==> config.mk <==
export PLATFORM = sky130hd
export DESIGN_NAME = id_ex_pipe_reg
export DESIGN_NICKNAME = d
export VERILOG_FILES = /design/src/rtl/id_ex_pipe_reg.sv
export SDC_FILE = /design/constraint.sdc
export NUM_CORES = 1
export LEC_CHECK = 0
export ABC_AREA = 1
export ABC_CLOCK_PERIOD_IN_PS = 1200
export BUFFER_PORTS_ARGS = -buffer_cell sky130_fd_sc_hd__buf_2
export CORE_ASPECT_RATIO = 1.25
export CORE_MARGIN = 10
export CORE_UTILIZATION = 40
export DETAILED_ROUTE_END_ITERATION = 6
export GPL_ROUTABILITY_DRIVEN = 0
export PLACE_DENSITY = 0.71
export SETUP_SLACK_MARGIN = 0.3
export SYNTH_ARGS = -nofsm -noshare
export SYNTH_HDL_FRONTEND = slang
export SYNTH_SLANG_ARGS = --single-unit
==> constraint.sdc <==
create_clock -name CLK -period 1.2 [get_ports CLK]
set_clock_uncertainty 0.05 [all_clocks]
set_input_delay 0.18 -clock CLK [delete_from_list [all_inputs] [get_ports CLK]]
set_output_delay 0.18 -clock CLK [all_outputs]
set_load 0.05 [all_outputs]
==> src/rtl/id_ex_pipe_reg.sv <==
//==============================================================================
// Module   : id_ex_pipe_reg
// Brief    : ID/EX pipeline register. It captures the decode-stage operands,
//            controls and fields on hit=1 and holds them on a memory miss.
//            Optional macro ID_EX_FLUSH_EN adds a flush input that turns the
//            control group into a bubble.
// Revision : 1.0 - initial release
//==============================================================================
`default_nettype none

module id_ex_pipe_reg #(
   parameter int DATA_W = 32
) (
   input  logic              CLK,
   input  logic              reset,
   input  logic              hit,
`ifdef ID_EX_FLUSH_EN
   input  logic              flush,
`endif
   input  logic [DATA_W-1:0] readData1,
   input  logic [DATA_W-1:0] readData2,
   input  logic [DATA_W-1:0] signExImmediate,
   input  logic              regDst,
   input  logic              aluSrc,
   input  logic              memToReg,
   input  logic              regWrite,
   input  logic              memRead,
   input  logic              memWrite,
   input  logic              branch,
   input  logic [2:0]        aluOp,
   input  logic [4:0]        rt,
   input  logic [4:0]        rd,
   input  logic [5:0]        funct,
   input  logic [DATA_W-1:0] nextPc,
   output logic [DATA_W-1:0] readData1Out,
   output logic [DATA_W-1:0] readData2Out,
   output logic [DATA_W-1:0] signExImmediateOut,
   output logic              regDstOut,
   output logic              aluSrcOut,
   output logic              memToRegOut,
   output logic              regWriteOut,
   output logic              memReadOut,
   output logic              memWriteOut,
   output logic              branchOut,
   output logic [2:0]        aluOpOut,
   output logic [4:0]        rtOut,
   output logic [4:0]        rdOut,
   output logic [5:0]        functOut,
   output logic [DATA_W-1:0] nextPcOut
);

   always_ff @(posedge CLK) begin
      if (reset) begin
         readData1Out       <= '0;
         readData2Out       <= '0;
         signExImmediateOut <= '0;
         regDstOut          <= 1'b0;
         aluSrcOut          <= 1'b0;
         memToRegOut        <= 1'b0;
         regWriteOut        <= 1'b0;
         memReadOut         <= 1'b0;
         memWriteOut        <= 1'b0;
         branchOut          <= 1'b0;
         aluOpOut           <= '0;
         rtOut              <= '0;
         rdOut              <= '0;
         functOut           <= '0;
         nextPcOut          <= '0;
      end else begin
         if (hit) begin
            readData1Out       <= readData1;
            readData2Out       <= readData2;
            signExImmediateOut <= signExImmediate;
            regDstOut          <= regDst;
            aluSrcOut          <= aluSrc;
            memToRegOut        <= memToReg;
            regWriteOut        <= regWrite;
            memReadOut         <= memRead;
            memWriteOut        <= memWrite;
            branchOut          <= branch;
            aluOpOut           <= aluOp;
            rtOut              <= rt;
            rdOut              <= rd;
            functOut           <= funct;
            nextPcOut          <= nextPc;
         end
`ifdef ID_EX_FLUSH_EN
         // Later assignments override the load, so a flush bubbles the
         // controls even during a stall, while the data fields follow hit.
         if (flush) begin
            regDstOut   <= 1'b0;
            aluSrcOut   <= 1'b0;
            memToRegOut <= 1'b0;
            regWriteOut <= 1'b0;
            memReadOut  <= 1'b0;
            memWriteOut <= 1'b0;
            branchOut   <= 1'b0;
            aluOpOut    <= '0;
         end
`endif
      end
   end

endmodule

`default_nettype wire

==> results.yml <==
run_status:
  outcome: "finished, final reports clean"
logic_synthesis:
  synthTopCellsByArea: "dfxtp_1 49%, nand2_1 18%, nor2_1 18%"
  synth_nets: 1132
  syn_area_per_cell_sq_um: 6.41
  syn_area_sq_mm: 0.00625
  syn_inst: 975
  synthMuxAreaShare: 0
  ys_warn_count: 0
  synth_fa_ha_area_frac: 0
  synthXorXnorAreaFrac: 0
  synth_cell_type_count: 8
  synth_top_family_by_area: "simple AND/OR/NAND/NOR gates"
  synthSimpleGateAreaFrac: 0.370
  synth_area_leader_cell: "dfxtp_1"
  synth-seq-cells: 154
  synth_top_area_share: 0.493
  synth_compound_area_frac: 0
  yosysSeqAreaShare: 0.493
hold_path:
  holdCritStartpoint: "signExImmediate[15]"
  worstHoldPathType: "primary input to register"
  whs_path_depth: 5
  worstHoldEndpoint: "signExImmediateOut[15]"
die:
  rows: 51
  io_pins: 311
  die_x_um: 132
  start_util: 0.405
  dieArea_sq_mm: 0.0211
  core_area_sq_mm: 0.0154
  fp.dieH_um: 160
worst_setup_path:
  cp.depth: 1
  start_kind: "register"
  worst_ep_arrival_time_ns: 0.93
  crit_chain: "buf_8"
  worst_ep_required_time_ns: 0.97
  crit_path_top_delay_cell: "dfxtp_2"
  ff2ff_path_depth: 3
  crit_type: "register to output pin"
  critPathMaxFanout: 2
  path_delay_family: "flip-flops"
  end_kind: "output pin"
  reg2reg_from: "readData1Out[7]"
  r2r_slack_ns: 0.35
  worst_r2r_endpoint: "readData1Out[7]"
  worst-path-buf-inv: 1
  max_stage_delay_ns: 0.35
power_and_ir_drop:
  powerDensity_mw_per_mm2: 1330
  leakage_nw: 6.43
  peakVddDrop_mv: 0.842
  total_power_mw: 15.9
cts:
  cts.sinks: 154
  cts_root_buf: "clkbuf_16"
  cts_tree: "yes"
  path_clk_slew_ns: 0.06
  clock_latency_ns: 0.42
  htreeDepth: 4
  clk_path_buf_depth: 2
  cts_buffers: 17
drt:
  drt-vias-per-instance: 4.61
  antenna_left: 0
  routedWlPerCell_um: 16.3
  drt-total-wl_um: 27000
  drt_iter0_drc: 390
  via_count: 7641
  drc: 0
  firstDrtPassIters: 7
place:
  hpwl_um: 14200
  io_buffers: 310
  dpl_worst_slack_ns: 0.0862
  place_area_sq_mm: 0.00805
  dp_cells: 1468
sta:
  setup_viol: 0
  hold_viol: 0
  fmax_mhz: 861
  fin_crit_ns: 1.16
  finalMaxSlewViolations: 0
  rsz0062_at_grt: "yes"
  slew_headroom: 0.788
  setup_tns_ns: 0
  fin_crit_sh: 0.968
  setup_ws_ns: 0.0383
  tightest_slew_ns: 0.318
global_route:
  grt-ovfl-total: 0
  grt_use_total: 0.241
  grt_pass1_vias: 7998
  grt_max_degree: 56
  antenna_found_initial: 2
  grt_pass1_wl_um: 40900
cells_and_area:
  fillers: 862
  fin_cells: 1657
  fin_area_sq_mm: 0.0119
  nNetsFinal: 1588
  synthToLayoutAreaGrowth_pct: 90.7
  drive_gt1_frac: 0.375
flow_run:
  cap_violations: 0
logic make-up (layout without fill, tap and decap cells):
family                 count (synthesis)  after routing
AND/OR/NAND/NOR                      616            616
flip-flops                           154            154
other                                  0              2
buffers and inverters                205            673
placed cells by master (no fill, tap or decap):
cell | netlist | routed
bufinv_16 | 0 | 5
nand2_1 | 308 | 308
dfxtp_4 | 0 | 1
buf_8 | 0 | 154
clkbuf_1 | 9 | 2
clkbuf_16 | 0 | 17
clkinvlp_4 | 0 | 1
inv_4 | 0 | 1
nor2_1 | 308 | 308
buf_2 | 27 | 155
clkbuf_8 | 0 | 1
inv_1 | 154 | 154
diode_2 | 0 | 2
dfxtp_2 | 0 | 153
clkinv_4 | 0 | 3
buf_12 | 0 | 7
clkinv_2 | 0 | 3
buf_4 | 14 | 40
dlygate4sd3_1 | 0 | 130
routing by layer:
layer / part of all wire / up-vias / global-route usage / routed length [um]
li1: - / 3663 / - / -
met1: 0.33 / 3480 / 0.210 / 8840
met2: 0.53 / 363 / 0.447 / 14400
met3: 0.066 / 135 / 0.0769 / 1790
met4: 0.074 / 0 / 0.186 / 2010
met5: 0 / - / 0 / 0
synthesized netlist by cell type:
master and count:
nand2_1 308, inv_2 1, clkbuf_1 9, dfxtp_1 154, buf_4 14, buf_2 27
inv_1 154, nor2_1 308
power breakdown:
part           total [mW]  leakage (nW)  switching (mW)  internal [mW]
registers            5.89          1.33           0.332           5.55
logic                4.20          4.80            2.37           1.83
clock network        5.79         0.307            2.11           3.68
layout make-up:
type | instances | area (sq um) | share of cell area
multi-input cells | 616 | 2310 | 0.194
clock inverters | 12 | 199 | 0.0167
clock buffers | 19 | 433 | 0.0363
flip-flops and latches | 154 | 3280 | 0.275
diodes | 2 | 5.00 | 0.000420
repair buffers | 487 | 4840 | 0.406
inverters | 155 | 584 | 0.0490
well taps | 212 | 265 | 0.0223
sequential cells by signal, indices dropped and copies added (netlist names):
register	flops
aluOpOut	3
aluSrcOut	1
branchOut	1
functOut	6
memReadOut	1
memToRegOut	1
memWriteOut	1
nextPcOut	32
rdOut	5
readData1Out	32
readData2Out	32
regDstOut	1
regWriteOut	1
rtOut	5
signExImmediateOut	32
metrics by stage:
step	hold WS, ns	util
2_1_floorplan	0.311	-
3_3_place_gp	0.401	0.521
3_5_place_dp	0.410	0.521
4_1_cts	0.000504	0.760
5_1_grt	0.0195	0.772
6_report	0.0165	0.772
worst max path at each step:
stage                                      start                      to  slack, ns
after floorplan                              hit             aluOpOut[0]       0.29
after global placement                       hit             aluOpOut[2]       0.14
after detailed placement                   reset            nextPcOut[2]       0.09
after CTS                        readData2Out[1]         readData2Out[1]       0.02
after global routing      signExImmediateOut[28]  signExImmediateOut[28]      0.004
final                              nextPcOut[19]           nextPcOut[19]       0.04
timing repair:
action,4_1_cts,5_1_grt
gates cloned,0,0
hold buffers,130,0
setup buffers,2,24
gates resized for setup,615,1
endpoints found under the setup margin,154,154
hold endpoints to repair,130,0
Power figures use the tool's default switching activity.
